## src/rtl/wb_to_av_bridge_if.sv

```systemverilog
// Bus bundle for the Wishbone-slave / Avalon-MM-master bridge.
// slave = the bridge itself, master = the Wishbone initiator plus the Avalon agent.
interface wb_to_av_bridge_if #(
    parameter int unsigned ADDR_W = 8
);
    logic              wb_cyc_i;
    logic              wb_stb_i;
    logic              wb_we_i;
    logic [ADDR_W-1:0] wb_adr_i;
    logic [31:0]       wb_dat_i;
    logic [3:0]        wb_sel_i;
    logic [31:0]       wb_dat_o;
    logic              wb_ack_o;
    logic              wb_err_o;

    logic [ADDR_W-1:0] av_address;
    logic              av_read;
    logic              av_write;
    logic [31:0]       av_writedata;
    logic [3:0]        av_byteenable;
    logic [31:0]       av_readdata;
    logic              av_waitrequest;
    logic              av_readdatavalid;

    modport slave (
        input  wb_cyc_i, wb_stb_i, wb_we_i, wb_adr_i, wb_dat_i, wb_sel_i,
        output wb_dat_o, wb_ack_o, wb_err_o,
        output av_address, av_read, av_write, av_writedata, av_byteenable,
        input  av_readdata, av_waitrequest, av_readdatavalid
    );

    modport master (
        output wb_cyc_i, wb_stb_i, wb_we_i, wb_adr_i, wb_dat_i, wb_sel_i,
        input  wb_dat_o, wb_ack_o, wb_err_o,
        input  av_address, av_read, av_write, av_writedata, av_byteenable,
        output av_readdata, av_waitrequest, av_readdatavalid
    );
endinterface

```

## src/rtl/wb_to_av_bridge.sv

```systemverilog
// Single-outstanding Wishbone classic slave to Avalon-MM master bridge with
// a per-transfer timeout that terminates stuck accesses with wb_err_o.
module wb_to_av_bridge #(
    parameter int unsigned ADDR_W  = 8,
    parameter int unsigned TIMEOUT = 255
) (
    input logic              av_clk,
    input logic              av_reset_n,
    wb_to_av_bridge_if.slave bus
);
    localparam int unsigned CNT_W = 16;
    localparam logic [CNT_W-1:0] TIMEOUT_CNT = CNT_W'(TIMEOUT);

    typedef enum logic [1:0] {IDLE, REQ, RDATA, RESP} state_t;

    state_t           state;
    logic [CNT_W-1:0] tmo_cnt;
    logic             we_q;

    logic accept_c;
    logic data_c;
    logic tmo_hit_c;

    assign accept_c  = (state == REQ) && !bus.av_waitrequest;
    // Read data counts only once the command has been accepted.
    assign data_c    = bus.av_readdatavalid && !we_q && (accept_c || (state == RDATA));
    assign tmo_hit_c = (tmo_cnt + CNT_W'(1)) == TIMEOUT_CNT;

    always_ff @(posedge av_clk or negedge av_reset_n) begin
        if (!av_reset_n) begin
            state             <= IDLE;
            tmo_cnt           <= '0;
            we_q              <= 1'b0;
            bus.wb_dat_o      <= '0;
            bus.wb_ack_o      <= 1'b0;
            bus.wb_err_o      <= 1'b0;
            bus.av_address    <= '0;
            bus.av_read       <= 1'b0;
            bus.av_write      <= 1'b0;
            bus.av_writedata  <= '0;
            bus.av_byteenable <= '0;
        end else begin
            bus.wb_ack_o <= 1'b0;
            bus.wb_err_o <= 1'b0;
            case (state)
                IDLE: begin
                    // The error cycle is the initiator's termination edge, not a new request.
                    if (bus.wb_cyc_i && bus.wb_stb_i && !bus.wb_err_o) begin
                        bus.av_address   <= ADDR_W'(bus.wb_adr_i);
                        bus.av_writedata <= bus.wb_dat_i;
                        we_q             <= bus.wb_we_i;
                        tmo_cnt          <= '0;
                        if (bus.wb_we_i && (bus.wb_sel_i == 4'h0)) begin
                            bus.av_byteenable <= 4'h0;
                            bus.wb_ack_o      <= 1'b1;
                            state             <= RESP;
                        end else begin
                            bus.av_byteenable <= bus.wb_we_i ? bus.wb_sel_i : 4'hF;
                            bus.av_read       <= !bus.wb_we_i;
                            bus.av_write      <= bus.wb_we_i;
                            state             <= REQ;
                        end
                    end
                end
                REQ, RDATA: begin
                    if ((accept_c && we_q) || data_c) begin
                        if (data_c) begin
                            bus.wb_dat_o <= bus.av_readdata;
                        end
                        bus.av_read  <= 1'b0;
                        bus.av_write <= 1'b0;
                        bus.wb_ack_o <= bus.wb_cyc_i;
                        state        <= RESP;
                    end else if (tmo_hit_c) begin
                        bus.av_read  <= 1'b0;
                        bus.av_write <= 1'b0;
                        bus.wb_err_o <= bus.wb_cyc_i;
                        state        <= IDLE;
                    end else begin
                        tmo_cnt <= tmo_cnt + CNT_W'(1);
                        if (accept_c) begin
                            bus.av_read <= 1'b0;
                            state       <= RDATA;
                        end
                    end
                end
                RESP: begin
                    state <= IDLE;
                end
                default: begin
                    state <= IDLE;
                end
            endcase
        end
    end
endmodule

```

## src/flat_wrapper.sv

```systemverilog
// flat-port wrapper written by rule: the top's interface ports become plain ports
module wb_to_av_bridge_flat 
#(
    parameter int unsigned ADDR_W  = 8,
    parameter int unsigned TIMEOUT = 255
)
  (av_clk, av_reset_n, bus_wb_cyc_i, bus_wb_stb_i, bus_wb_we_i, bus_wb_adr_i, bus_wb_dat_i, bus_wb_sel_i, bus_wb_dat_o, bus_wb_ack_o, bus_wb_err_o, bus_av_address, bus_av_read, bus_av_write, bus_av_writedata, bus_av_byteenable, bus_av_readdata, bus_av_waitrequest, bus_av_readdatavalid);
  wb_to_av_bridge_if #(.ADDR_W(ADDR_W)) bus_i ();
  input logic av_clk;
  input logic av_reset_n;
  input wire logic [$bits(bus_i.wb_cyc_i)-1:0] bus_wb_cyc_i;
  input wire logic [$bits(bus_i.wb_stb_i)-1:0] bus_wb_stb_i;
  input wire logic [$bits(bus_i.wb_we_i)-1:0] bus_wb_we_i;
  input wire logic [$bits(bus_i.wb_adr_i)-1:0] bus_wb_adr_i;
  input wire logic [$bits(bus_i.wb_dat_i)-1:0] bus_wb_dat_i;
  input wire logic [$bits(bus_i.wb_sel_i)-1:0] bus_wb_sel_i;
  output wire logic [$bits(bus_i.wb_dat_o)-1:0] bus_wb_dat_o;
  output wire logic [$bits(bus_i.wb_ack_o)-1:0] bus_wb_ack_o;
  output wire logic [$bits(bus_i.wb_err_o)-1:0] bus_wb_err_o;
  output wire logic [$bits(bus_i.av_address)-1:0] bus_av_address;
  output wire logic [$bits(bus_i.av_read)-1:0] bus_av_read;
  output wire logic [$bits(bus_i.av_write)-1:0] bus_av_write;
  output wire logic [$bits(bus_i.av_writedata)-1:0] bus_av_writedata;
  output wire logic [$bits(bus_i.av_byteenable)-1:0] bus_av_byteenable;
  input wire logic [$bits(bus_i.av_readdata)-1:0] bus_av_readdata;
  input wire logic [$bits(bus_i.av_waitrequest)-1:0] bus_av_waitrequest;
  input wire logic [$bits(bus_i.av_readdatavalid)-1:0] bus_av_readdatavalid;
  assign bus_i.wb_cyc_i = bus_wb_cyc_i;
  assign bus_i.wb_stb_i = bus_wb_stb_i;
  assign bus_i.wb_we_i = bus_wb_we_i;
  assign bus_i.wb_adr_i = bus_wb_adr_i;
  assign bus_i.wb_dat_i = bus_wb_dat_i;
  assign bus_i.wb_sel_i = bus_wb_sel_i;
  assign bus_wb_dat_o = bus_i.wb_dat_o;
  assign bus_wb_ack_o = bus_i.wb_ack_o;
  assign bus_wb_err_o = bus_i.wb_err_o;
  assign bus_av_address = bus_i.av_address;
  assign bus_av_read = bus_i.av_read;
  assign bus_av_write = bus_i.av_write;
  assign bus_av_writedata = bus_i.av_writedata;
  assign bus_av_byteenable = bus_i.av_byteenable;
  assign bus_i.av_readdata = bus_av_readdata;
  assign bus_i.av_waitrequest = bus_av_waitrequest;
  assign bus_i.av_readdatavalid = bus_av_readdatavalid;
  wb_to_av_bridge #(.ADDR_W(ADDR_W), .TIMEOUT(TIMEOUT)) u_core (.av_clk(av_clk), .av_reset_n(av_reset_n), .bus(bus_i));
endmodule
```

## config.mk

```make
export PLATFORM = sky130hd
export DESIGN_NAME = wb_to_av_bridge_flat
export DESIGN_NICKNAME = d
export VERILOG_FILES = /design/src/rtl/wb_to_av_bridge_if.sv /design/src/rtl/wb_to_av_bridge.sv /design/src/flat_wrapper.sv
export SDC_FILE = /design/constraint.sdc
export NUM_CORES = 1
export LEC_CHECK = 0
export ABC_AREA = 0
export BUFFER_PORTS_ARGS = -buffer_cell sky130_fd_sc_hd__buf_2
export CAP_MARGIN = 20
export CORE_ASPECT_RATIO = 1.2
export CORE_MARGIN = 3
export CORE_UTILIZATION = 50
export DETAILED_ROUTE_END_ITERATION = 12
export GPL_ROUTABILITY_DRIVEN = 0
export GPL_TIMING_DRIVEN = 0
export PLACE_DENSITY = 0.78
export SYNTH_ARGS = -nofsm -noshare
export SYNTH_HDL_FRONTEND = slang
export SYNTH_SLANG_ARGS = --single-unit
```

## constraint.sdc

```tcl
create_clock -name av_clk -period 2.6 [get_ports av_clk]
set_input_delay 0.13 -clock av_clk [delete_from_list [all_inputs] [get_ports av_clk]]
set_output_delay 0.13 -clock av_clk [all_outputs]
set_load 0.02 [all_outputs]
```

==> Word level (Yosys, flattened, before mapping) <==
Index checks and enable logic that the tools add are counted.
{ "op_classes": {"add_sub_neg": 1, "n_eq_ne": 10, "n_mux": 30, "n_reduce_logical": 23} }
{ "op_table": {"columns": ["operator", "count"], "rows": [
  ["2-to-1 mux 16 bit", 3],
  ["one-hot mux 16 bit (2 select lines)", 1],
  ["adder 16 x 1 -> 16 bit, second input constant", 1],
  ["== test 16 x 8 -> 1 bit, second input constant", 1],
  ["2-to-1 mux 1 bit", 15],
  ["AND reduction 4 bit", 3],
  ["2-to-1 mux 2 bit", 5],
  ["2-to-1 mux 4 bit", 2],
  ["logical AND 1 bit", 7],
  ["!= test 2 bit, second input constant", 3],
  ["one-hot mux 1 bit (2 select lines)", 3],
  ["one-hot mux 2 bit (3 select lines)", 1],
  ["== test 2 bit, second input constant", 2],
  ["logical NOT 1 bit", 4],
  ["logical NOT 4 bit", 1],
  ["!= test 4 x 1 -> 1 bit, second input constant", 1],
  ["AND reduction 2 bit", 2],
  ["!= test 3 x 1 -> 1 bit, second input constant", 1],
  ["AND reduction 3 bit", 1],
  ["== test 2 x 1 -> 1 bit, second input constant", 1],
  ["logical NOT 2 bit", 1],
  ["logical OR 1 bit", 2],
  ["!= test 2 x 1 -> 1 bit, second input constant", 1],
  ["nonzero test 2 bit", 1],
  ["OR reduction 2 bit", 1]
]} }
{ "totals": {"ff_bits": 99, "output_inout_bits": 80} }

==> Depth between registers and ports, before layout <==
{ "logic_depth": {"word_depth": 7, "ltp_mapped": 9} }

==> Least setup slack after synthesis <==
Ideal clock, no wire load.
{ "synth_timing": {"path_type": "flip-flop to flip-flop", "from": "register u_core.state[1]", "to": "register u_core.tmo_cnt[14]", "arrival_ps": 2113, "required_ps": 2479, "path_slack_ps": 366, "stages_incl_launch_ff": 9, "n_path_buf": 0, "synth_period_minus_slack_ps": 2234, "cell_sequence": "dfrtp_1 -> inv_1 -> ha_1 -> nor2b_1 -> o22a_1 -> or3_1 -> nor3_1 -> mux2_2 -> a22o_1"} }
{ "synth_between": {"elab_chain_len": 7, "elab_cells_between_ends": 15} }
{ "synth_rtl": {"columns": ["element", "line", "text"], "rows": [
  ["start: declaration", "wb_to_av_bridge.sv:16", "state_t state;"],
  ["start signal: assignment", "wb_to_av_bridge.sv:31", "state <= IDLE;"],
  ["start signal: assignment", "wb_to_av_bridge.sv:56", "state <= RESP;"],
  ["start signal: assignment", "wb_to_av_bridge.sv:61", "state <= REQ;"],
  ["== test 2 x 1 -> 1 bit", "wb_to_av_bridge.sv:24, wb_to_av_bridge.sv:45", null],
  ["logical AND 1 bit", "wb_to_av_bridge.sv:24", "assign accept_c = (state == REQ) && !bus.av_waitrequest;"],
  ["logical OR 1 bit", "wb_to_av_bridge.sv:26", "assign data_c = bus.av_readdatavalid && !we_q && (accept_c || (state == RDATA));"],
  ["logical AND 1 bit", "wb_to_av_bridge.sv:26", null],
  ["logical OR 1 bit", "wb_to_av_bridge.sv:66", "if ((accept_c && we_q) || data_c) begin"],
  ["!= test 2 bit (no source line)", null, null],
  ["AND reduction 4 bit (no source line)", null, null],
  ["end signal: assignment", "wb_to_av_bridge.sv:80", "tmo_cnt <= tmo_cnt + CNT_W'(1);"],
  ["end: declaration", "wb_to_av_bridge.sv:17", "logic [CNT_W-1:0] tmo_cnt;"]
]} }
Several ways; a longest one is shown, not always the timed one.
A chain may end at the register's enable or synchronous reset.

==> Worst setup path in the final report <==
Same ends and word-level chain as after synthesis.

==> flow_metrics.env <==
export IMPL_synth_enable_flop_cells=0
export IMPL_synth_common_cells="nand2_1, dfrtp_1, mux2_2"
export IMPL_skew_ns=0.006520
export IMPL_crit_buf_inv=1
export IMPL_rows=37
export IMPL_boundaryPins=163
export IMPL_cts_max_level=3
export IMPL_worst_pin_slew_ns=0.6535
export IMPL_cts_clk_slew_worst_paths_ns=0.10
export IMPL_p_leak_nw=3.304
export IMPL_worstReg2RegStart="u_core.state[1]"
export IMPL_worstRegToRegCells=8
export IMPL_dr_pass1_iters=4
export IMPL_wl_um=14100
export IMPL_cts_buffer_depth=2
export IMPL_nFillCells=560
export IMPL_cp_cell_sequence="inv_1, ha_1, nor2b_1, o22a_1, or3_4, nor3_1, mux2_2, a22o_1"
export IMPL_crit_family="simple AND/OR/NAND/NOR gates"
export IMPL_grt_pass1_wl_um=21310
export IMPL_yosysMostFrequentCell="nand2_1"
export IMPL_worstSetupPathType="flip-flop to flip-flop"
export IMPL_finalInstanceArea_um2=6404
export IMPL_vias=4312
export IMPL_synth_mux_area_share_pct=10.98
export IMPL_synth_top_cell_by_area="dfrtp_1"
export IMPL_gr_total_overflow=0
export IMPL_diodes=0
export IMPL_fin_crit_sh_pct=93.30
export IMPL_r2r_end="u_core.tmo_cnt[14]"
export IMPL_rsz0062_at_grt="no"
export IMPL_hp_start="bus_av_readdata[10]"
export IMPL_cts_tree="done"
export IMPL_synth_simple_gate_area_share_pct=20.20
export IMPL_grt_max_degree=57
export IMPL_synth_top_family_by_area="simple AND/OR/NAND/NOR gates"
export IMPL_async_reset_ff_share_pct=100.0
export IMPL_synth_xor_area_share_pct=0.5868
export IMPL_dr_first_iter_drc_count=259
export IMPL_outcome="complete, no violations"
export IMPL_cts_sinks=99
export IMPL_ant_nets=0
export IMPL_critPathSlowestCell="or3_4"
export IMPL_die_area_um2=10130
export IMPL_syn_area_per_cell_um2=10.22
export IMPL_syn_inst=438
export IMPL_grt_pass1_vias=4331
export IMPL_viasPerCell=5.350
export IMPL_post_cts_buffers=0
export IMPL_core_um2=8657
export IMPL_cp_required_ns=2.87
export IMPL_slew_headroom_pct=56.03
export IMPL_ys_types=54
export IMPL_die_y_um=109.7
export IMPL_worstSkewPairLatency_ns=0.37
export IMPL_synth_ff_type="dfrtp_1"
export IMPL_nNetsFinal=774
export IMPL_area_growth_pct=43.00
export IMPL_die_w_um=92.39
export IMPL_utilization_pct=73.97
export IMPL_antenna_found_initial=1
export IMPL_drive_gt1_share_pct=34.25
export IMPL_report_final_slew_viol_count=0
export IMPL_root_buffer="clkbuf_8"
export IMPL_finalHoldViolCount=0
export IMPL_drc=0
export IMPL_reg2reg_slack_ns=0.17
export IMPL_multi_input_area_um2=1884
export IMPL_ys_warn_count=0
export IMPL_synthAdderAreaFrac_pct=1.956
export IMPL_placed_area_um2=5465
export IMPL_holdCritPathClass="input pin to flip-flop"
export IMPL_initial_core_util_pct=51.73
export IMPL_finalSetupTns_ns=0
export IMPL_cp_data_arrival_time_ns=2.70
export IMPL_power_density_nw_per_um2=1060
export IMPL_ys_seq_elements=99
export IMPL_hold_depth=2
export IMPL_critPathMaxStageDelay_ns=0.46
export IMPL_synth_compound_area_share_pct=8.075
export IMPL_grt_usage_pct=26.99
export IMPL_ys_seq_area_share_pct=55.32
export IMPL_hold_end="u_core.bus.wb_dat_o[10]"
export IMPL_start_kind="flip-flop"
export IMPL_hpwl_um=8327
export IMPL_vdd_drop_max_v=0.0006147
export IMPL_maxCapViolations=0
export IMPL_synth_area_um2=4478
export IMPL_numCtsBuffers=9
export IMPL_yosys_area_top_type_share_pct=55.32
export IMPL_cp_max_fo=8
export IMPL_setup_viol=0
export IMPL_ys_top_cells_by_area="dfrtp_1, nand2_1, mux2_2"
export IMPL_numPortBuffers=162
export IMPL_endpoint_kind="flip-flop"
export IMPL_period_minus_slack_ns=2.426
export IMPL_seq_area_um2=2477
export IMPL_fmax_mhz=412.2
export IMPL_synthesis_nets=528
export IMPL_wl_per_cell_um=17.49
## registers in the layout, indices dropped and copies added, names as in the netlist
signal	cells
u_core.bus.wb_ack_o	1
u_core.bus.av_read	1
u_core.bus.av_writedata	32
u_core.bus.av_byteenable	4
u_core.bus.av_address	8
u_core.tmo_cnt	16
u_core.we_q	1
u_core.bus.wb_err_o	1
u_core.bus.av_write	1
u_core.bus.wb_dat_o	32
u_core.state	2
## where the power goes
group          switching [mW]  internal [mW]
sequential              0.389           2.17
clock                   0.573          0.453
combinational            2.04           1.16
total                    3.00           3.78
## layer usage
| layer | vias to the layer above | GRT usage (%) | routed length, um |
|---|---|---|---|
| li1 | 1971 | - | - |
| met1 | 2085 | 30.45 | 5311 |
| met2 | 193 | 47.54 | 7268 |
| met3 | 61 | 7.392 | 932 |
| met4 | 2 | 12.74 | 579 |
| met5 | - | 0 | 7 |
## final cells by class
type                    instances  share of cell area [%]
inverters                       6                  0.3517
plain buffers                  25                   1.739
multi-input cells             308                   29.43
well taps                     117                   2.286
flip-flops and latches         99                   38.69
clock buffers                   9                   1.934
repair buffers                235                   24.38
clock inverters                 7                   1.192
## how the worst max path moves through the flow
stage | from | slack (ns) | endpoint | cells past startpoint
final | u_core.state[1] | 0.17 | u_core.tmo_cnt[14] | 8
after global routing | u_core.tmo_cnt[1] | 0.02 | u_core.state[1] | 8
after CTS | u_core.tmo_cnt[1] | 0.08 | u_core.state[0] | 8
after detailed placement | u_core.tmo_cnt[1] | 0.12 | u_core.state[0] | 8
after global placement | u_core.state[0] | 0.20 | u_core.tmo_cnt[6] | 7
after floorplan | u_core.state[1] | 0.37 | u_core.tmo_cnt[14] | 8
## through the flow
step,total power [mW],setup slack [ns],hold WS (ns),std cells
after global routing,7.189,0.01894,0.01292,806
after detailed placement,5.560,0.1181,0.1664,718
final,6.786,0.1742,0.02750,806
after CTS,6.645,0.08140,0.0008862,801
after global placement,5.419,0.1967,0.3199,717
after floorplan,4.449,0.3664,-0.1656,438
## worst reg2reg max path, cell delays in order (launching register included)
cell     delay, ns
dfrtp_1       0.38
inv_1         0.09
ha_1          0.20
nor2b_1       0.16
o22a_1        0.30
or3_4         0.46
nor3_1        0.19
mux2_2        0.36
a22o_1        0.17
## cell families after synthesis
| logic type | count (synthesis) |
|---|---|
| flops | 99 |
| simple gates | 207 |
| fa+ha+maj | 7 |
| xor+xnor | 3 |
| buf+inv | 31 |
| mux | 44 |
| compound gates | 47 |
## placed cells by master, fill, tap and decap left out, drive strengths merged, types with 3 or more instances in the layout
| master | count |
|---|---|
| buf | 167 |
| nand2 | 143 |
| dfrtp | 99 |
| dlygate4sd3 | 72 |
| mux2 | 41 |
| clkbuf | 30 |
| nor2 | 22 |
| a22o | 12 |
| o21ai | 9 |
| nand4 | 8 |
| inv | 8 |
| ha | 7 |
| nand3 | 6 |
| a21oi | 5 |
| nor2b | 4 |
| nor3 | 4 |
| nand2b | 3 |
| nor4 | 3 |
| mux2i | 3 |
| clkinv | 3 |
## timing repair
action	in CTS	in global routing
endpoints found under the hold margin	109	5
hold buffers	67	5
resized for setup	0	11
endpoints found under the setup margin	0	25
No activity file was read; power rests on OpenSTA's default activity.
